$ cat config.mk
export PLATFORM = sky130hd
export DESIGN_NAME = ram_scan_driver_flat
export DESIGN_NICKNAME = d
export VERILOG_FILES = /design/src/rtl/ram_scan_driver_if.sv /design/src/rtl/ram_scan_driver.sv /design/src/flat_wrapper.sv
export SDC_FILE = /design/constraint.sdc
export NUM_CORES = 1
export LEC_CHECK = 0
export CAP_MARGIN = 15
export CELL_PAD_IN_SITES_DETAIL_PLACEMENT = 1
export CELL_PAD_IN_SITES_GLOBAL_PLACEMENT = 1
export CORE_UTILIZATION = 40
export CTS_CLUSTER_DIAMETER = 120
export DETAILED_ROUTE_END_ITERATION = 16
export PLACE_DENSITY = 0.83
export RECOVER_POWER = 25
export SYNTH_ARGS = -nofsm -noshare
export SYNTH_HDL_FRONTEND = slang
export SYNTH_SLANG_ARGS = --single-unit
$ cat constraint.sdc
create_clock -name clk -period 5.31 [get_ports clk]
set_clock_uncertainty 0.05 [all_clocks]
set_input_delay 0.531 -clock clk [delete_from_list [all_inputs] [get_ports clk]]
set_output_delay 0.531 -clock clk [all_outputs]
set_load 0.005 [all_outputs]
$ cat src/rtl/ram_scan_driver_if.sv
`default_nettype none
// ============================================================================
//  Module      : ram_scan_driver_if
//  Description : Bus bundle between ram_scan_driver and its surroundings
//                (mode/switch inputs, RAM read port, display outputs).
//                master = the scan driver, slave = RAM, switches and display.
//  Signals     : scan_en    1       auto-scan (1) / manual (0) select
//                man_addr   ADDR_W  manual address from switches
//                hold       1       freeze display registers
//                rd_data    DATA_W  RAM read data
//                rd_addr    ADDR_W  RAM read address
//                disp_addr  8       displayed address, zero-extended
//                disp_data  8       displayed data, zero-extended
//                disp_valid 1       display holds a real RAM read
//  Revision    : 1.0  initial release
// ============================================================================
interface ram_scan_driver_if #(
    parameter int ADDR_W = 5,
    parameter int DATA_W = 4
);
    logic              scan_en;
    logic [ADDR_W-1:0] man_addr;
    logic              hold;
    logic [DATA_W-1:0] rd_data;
    logic [ADDR_W-1:0] rd_addr;
    logic [7:0]        disp_addr;
    logic [7:0]        disp_data;
    logic              disp_valid;

    modport master (
        input  scan_en, man_addr, hold, rd_data,
        output rd_addr, disp_addr, disp_data, disp_valid
    );

    modport slave (
        output scan_en, man_addr, hold, rd_data,
        input  rd_addr, disp_addr, disp_data, disp_valid
    );
endinterface
`default_nettype wire

$ cat src/rtl/ram_scan_driver.sv
`default_nettype none
// ============================================================================
//  Module      : ram_scan_driver
//  Description : Generates the read address of a small synchronous RAM, either
//                stepping through all words on a slow tick (scan mode) or
//                following a manual address (manual mode), and presents a
//                coherent (address, data) byte pair to two hex-digit decoders.
//  Ports       : clk      system clock, rising edge
//                reset_n  asynchronous active-low reset
//                bus      ram_scan_driver_if.master (mode/switch inputs, RAM
//                         read port, display outputs)
//  Parameters  : ADDR_W 1..8, DATA_W 1..8, TICK_DIV >= 2, READ_LAT >= 1
//  Revision    : 1.0  initial release
// ============================================================================
module ram_scan_driver #(
    parameter int ADDR_W   = 5,
    parameter int DATA_W   = 4,
    parameter int TICK_DIV = 50_000_000,
    parameter int READ_LAT = 1
) (
    input  wire                 clk,
    input  wire                 reset_n,
    ram_scan_driver_if.master   bus
);

    localparam int c_PRESC_W = $clog2(TICK_DIV);
    localparam logic [c_PRESC_W-1:0] c_TICK_LAST = c_PRESC_W'(TICK_DIV - 1);

    typedef enum logic [0:0] {
        ST_MANUAL = 1'b0,
        ST_SCAN   = 1'b1
    } state_t;

    state_t               r_state;
    state_t               w_state_nxt;
    logic [c_PRESC_W-1:0] r_presc;
    logic [c_PRESC_W-1:0] w_presc_nxt;
    logic [ADDR_W-1:0]    r_rd_addr;
    logic [ADDR_W-1:0]    w_addr_nxt;
    logic                 w_tick;

    // Address/valid delay line, aligned so that its last stage names the
    // word currently presented on rd_data.
    logic [ADDR_W-1:0]    r_pipe_addr [READ_LAT];
    logic [READ_LAT-1:0]  r_pipe_vld;

    logic [7:0]           r_disp_addr;
    logic [7:0]           r_disp_data;
    logic                 r_disp_valid;

    assign w_tick = (r_state == ST_SCAN) && (r_presc == c_TICK_LAST);

    // ------------------------------------------------------------------
    // Mode FSM: state register
    // ------------------------------------------------------------------
    always_ff @(posedge clk or negedge reset_n) begin
        if (!reset_n) begin
            r_state   <= ST_MANUAL;
            r_presc   <= '0;
            r_rd_addr <= '0;
        end else begin
            r_state   <= w_state_nxt;
            r_presc   <= w_presc_nxt;
            r_rd_addr <= w_addr_nxt;
        end
    end

    // ------------------------------------------------------------------
    // Mode FSM: next state, prescaler and address
    // The prescaler defaults to 0, so it sits at 0 in manual mode and is
    // cleared both on a tick and on any mode change. A mode change takes
    // priority over a coincident tick, so leaving scan never increments.
    // ------------------------------------------------------------------
    always_comb begin
        w_state_nxt = r_state;
        w_presc_nxt = '0;
        w_addr_nxt  = r_rd_addr;
        case (r_state)
            ST_MANUAL: begin
                w_addr_nxt = bus.man_addr;
                if (bus.scan_en) begin
                    w_state_nxt = ST_SCAN;
                end
            end
            ST_SCAN: begin
                if (!bus.scan_en) begin
                    w_state_nxt = ST_MANUAL;
                end else if (w_tick) begin
                    w_addr_nxt = r_rd_addr + 1'b1;
                end else begin
                    w_presc_nxt = r_presc + 1'b1;
                end
            end
            default: begin
                w_state_nxt = ST_MANUAL;
            end
        endcase
    end

    // ------------------------------------------------------------------
    // Read pipeline: shifts the issued address alongside the RAM latency.
    // The valid bit enters as 1 on every post-reset cycle, so it reaches
    // the display exactly when the first real read does.
    // ------------------------------------------------------------------
    always_ff @(posedge clk or negedge reset_n) begin
        if (!reset_n) begin
            for (int i = 0; i < READ_LAT; i++) begin
                r_pipe_addr[i] <= '0;
            end
            r_pipe_vld <= '0;
        end else begin
            r_pipe_addr[0] <= r_rd_addr;
            r_pipe_vld[0]  <= 1'b1;
            for (int i = 1; i < READ_LAT; i++) begin
                r_pipe_addr[i] <= r_pipe_addr[i-1];
                r_pipe_vld[i]  <= r_pipe_vld[i-1];
            end
        end
    end

    // ------------------------------------------------------------------
    // Display registers: address and data are captured together, so the
    // pair stays coherent even across hold.
    // ------------------------------------------------------------------
    always_ff @(posedge clk or negedge reset_n) begin
        if (!reset_n) begin
            r_disp_addr  <= '0;
            r_disp_data  <= '0;
            r_disp_valid <= 1'b0;
        end else if (!bus.hold) begin
            r_disp_addr  <= 8'(r_pipe_addr[READ_LAT-1]);
            r_disp_data  <= 8'(bus.rd_data);
            r_disp_valid <= r_pipe_vld[READ_LAT-1];
        end
    end

    assign bus.rd_addr    = r_rd_addr;
    assign bus.disp_addr  = r_disp_addr;
    assign bus.disp_data  = r_disp_data;
    assign bus.disp_valid = r_disp_valid;

endmodule
`default_nettype wire

$ cat src/flat_wrapper.sv
// flat-port wrapper written by rule: the top's interface ports become plain ports
module ram_scan_driver_flat 
#(
    parameter int ADDR_W   = 5,
    parameter int DATA_W   = 4,
    parameter int TICK_DIV = 50_000_000,
    parameter int READ_LAT = 1
)
  (clk, reset_n, bus_scan_en, bus_man_addr, bus_hold, bus_rd_data, bus_rd_addr, bus_disp_addr, bus_disp_data, bus_disp_valid);
  ram_scan_driver_if #(.ADDR_W(ADDR_W), .DATA_W(DATA_W)) bus_i ();
  input  wire clk;
  input  wire reset_n;
  input wire logic [$bits(bus_i.scan_en)-1:0] bus_scan_en;
  input wire logic [$bits(bus_i.man_addr)-1:0] bus_man_addr;
  input wire logic [$bits(bus_i.hold)-1:0] bus_hold;
  input wire logic [$bits(bus_i.rd_data)-1:0] bus_rd_data;
  output wire logic [$bits(bus_i.rd_addr)-1:0] bus_rd_addr;
  output wire logic [$bits(bus_i.disp_addr)-1:0] bus_disp_addr;
  output wire logic [$bits(bus_i.disp_data)-1:0] bus_disp_data;
  output wire logic [$bits(bus_i.disp_valid)-1:0] bus_disp_valid;
  assign bus_i.scan_en = bus_scan_en;
  assign bus_i.man_addr = bus_man_addr;
  assign bus_i.hold = bus_hold;
  assign bus_i.rd_data = bus_rd_data;
  assign bus_rd_addr = bus_i.rd_addr;
  assign bus_disp_addr = bus_i.disp_addr;
  assign bus_disp_data = bus_i.disp_data;
  assign bus_disp_valid = bus_i.disp_valid;
  ram_scan_driver #(.ADDR_W(ADDR_W), .DATA_W(DATA_W), .TICK_DIV(TICK_DIV), .READ_LAT(READ_LAT)) u_core (.clk(clk), .reset_n(reset_n), .bus(bus_i));
endmodule
==> metrics.txt <==
Max-Cap Viols 0; hpwl dp 3.61 mm; Sw Ratio 0.240; H-tree depth 2; first-pass GRT wire length 8.58 mm; largest net degree at the start of global routing 49; top-count cell post-synth dfrtp_1; Worst Hold Class in2async; CP max FO 11; hold_buf cts 0; M1 GR Usage 0.252; filler cell count 557; Power Density 264 nW/um2; Syn Inst Count 214; register bit total from synthesis 48; worst vdd ir 109 uV; WL/cell 16.5 um; Vias 1661; EDFF count, synth 0; Core Area 5240 um2; Overall Power 700 uW; RSZ-0062 raised after global routing false; ant diodes 0; Yosys cell types 34; final count of pins violating max slew 0; power share of the sequential group 0.565; top cell type's share of synthesized area 0.538; Sink Count 48; worst slew pin tran 1270 ps; gr usage total 0.186; cell area after placement 2530 um2; crit path DAT 2520 ps; DRT Pass-1 Iters 4; Worst slew margin 0.155; Comb pwr share 0.102; Primary FF master, synth dfrtp_1; Syn-to-layout area delta 18.4%; Total Routed Length 5.15 mm; Seq/Total Area, Yosys 0.538; synth cell count leaders dfrtp_1 (48), nor2_1 (21), nand3_1 (12); worst endpoint required time 5490 ps; PostCTS Resize Cnt 0; antenna-violating nets left 0; Clk pwr share 0.333; vias in the first global route 1690; Final Util 0.505; max frequency 428 MHz; full die area 5890 um2; initial core utilization 0.426; Placed Instances 303; drt via density 5.32; die height 76.7 um; Yosys warning total 0; routability cong. 0.729; Critical Path End Type flip-flop; TritonCTS Buffers 5; row count 26; final setup violation count 0; leakage power 0.00104 uW; met3 usage in global routing 0.0321; remaining routing DRC violations 0; Worst Setup Start Kind flip-flop; setup TNS 0 ps; Internal 532 uW; share of post-route cells with drive strength above 1 0.0909; clk buf depth 2; Avg Cell Area, Syn 10.4 um2; Initial DRC Count 89; I/O pin count 35; worst skew pair latency 300 ps; initial antenna violation count 0; NetSw 168 uW; crit path time final 2340 ps; Synth area leader dfrtp_1; Netlist Area Pre-Place 2230 um2; GR Util met2 0.300; Hold Violations, Final 0; top post-synthesis cells by area dfrtp_1 (54%), mux2_2 (5.0%), nor2_1 (3.5%); Port Buffers 27; register clock-pin slew on the reported worst setup and hold paths 100 ps; Tcrit/Tclk final 0.440; # Post-CTS Setup Buffers 0; most used routing layer met2; Register Area 1200 um2; Die W 76.7 um; CTS Root Cell clkbuf_8; CTS tree built; area of the multi-input gates 950 um2; status finished, final reports clean; Post-Layout Cell Count 312; final instance area 2650 um2; critical path type reg2reg; remaining global-route overflow 0; Final #Nets 256; Async S/R FF share, synth 1.00
-- registers in the layout, summed over array words and instances (netlist names) --
signal / cells
u_core.r_pipe_vld: 1
u_core.bus.disp_valid: 1
u_core.bus.rd_addr: 5
u_core.bus.disp_addr: 5
u_core.r_pipe_addr: 5
u_core.bus.disp_data: 4
u_core.r_state: 1
u_core.r_presc: 26
-- per-stage QoR --
step / worst slack (ps) / hold slack, ps
global route: 2790 / 446
detailed placement: 2930 / 393
floorplan: 3230 / 185
global placement: 3020 / 380
CTS: 2990 / 395
finish: 2970 / 420
-- power by group through the flow --
stage | Combinational (uW) | Sequential [uW] | Clock [uW]
after floorplan | 27.7 | 400 | 0
after global placement | 68.1 | 401 | 0
after detailed placement | 70.7 | 403 | 0
after CTS | 70.9 | 395 | 238
after global routing | 78.2 | 398 | 255
final | 71.5 | 395 | 233
-- layout make-up --
type | instances | area share
sequential | 48 | 0.454
multi-input combinational | 152 | 0.359
timing repair buffer | 29 | 0.110
tap | 70 | 0.0331
clock buffer | 6 | 0.0312
inverter | 5 | 0.00710
clock inverter | 2 | 0.00520
-- worst paths after layout --
path	to	cells past startpoint	slack (ps)	start
max	u_core.bus.rd_addr[4]	5	2970	u_core.r_presc[0]
min reg2reg	u_core.r_pipe_addr[3]	0	420	u_core.bus.rd_addr[3]
min	u_core.bus.rd_addr[0]	1	420	reset_n
max in group asynchronous	u_core.r_presc[9]	1	4020	reset_n
max reg2reg	u_core.bus.rd_addr[4]	5	2970	u_core.r_presc[0]
min in group clk	u_core.r_pipe_addr[3]	0	420	u_core.bus.rd_addr[3]
-- routing by layer --
layer / routed length [um] / vias up / share of wire
li1: - / 803 / -
met1: 2290 / 825 / 0.44
met2: 2650 / 26 / 0.52
met3: 143 / 7 / 0.028
met4: 60 / 0 / 0.012
met5: 0 / - / 0
-- cells in the final DEF, fill, tap and decap left out, types with 2 or more instances in the layout --
cell             instances
dfrtp_1                 48
clkdlybuf4s50_1         25
nor2_1                  21
nand3_1                 12
a21oi_1                 10
or3_1                   10
mux2_2                  10
nand2_1                  9
nand4_1                  9
o21ai_0                  9
xor2_1                   9
conb_1                   8
clkbuf_8                 6
o31ai_1                  5
or4_1                    5
inv_1                    5
xnor2_1                  5
and3_1                   4
and4_1                   4
a31oi_1                  4
nor3_1                   3
nor4_1                   3
ha_1                     2
-- cells by family (layout without fill, tap and decap cells) --
family                     Yosys count  after routing  synth area share
adders and majority gates            2              2            0.0112
DFF                                 48             48             0.538
buffers and inverters               20             42            0.0471
xor gates and xnor gates            14             14            0.0549
AOI/OAI and AO/OA                   31             31            0.0812
other                                2              8           0.00336
muxes                               10             10            0.0504
and+or+nand+nor                     87             87             0.214
-- worst max-delay path, cell delays in order, from the launching register on --
cell and delay (ps):
dfrtp_1 390, ha_1 240, and4_1 380, nand4_1 410, or4_1 620, a31oi_1 180
Power figures use the tool's default switching activity.
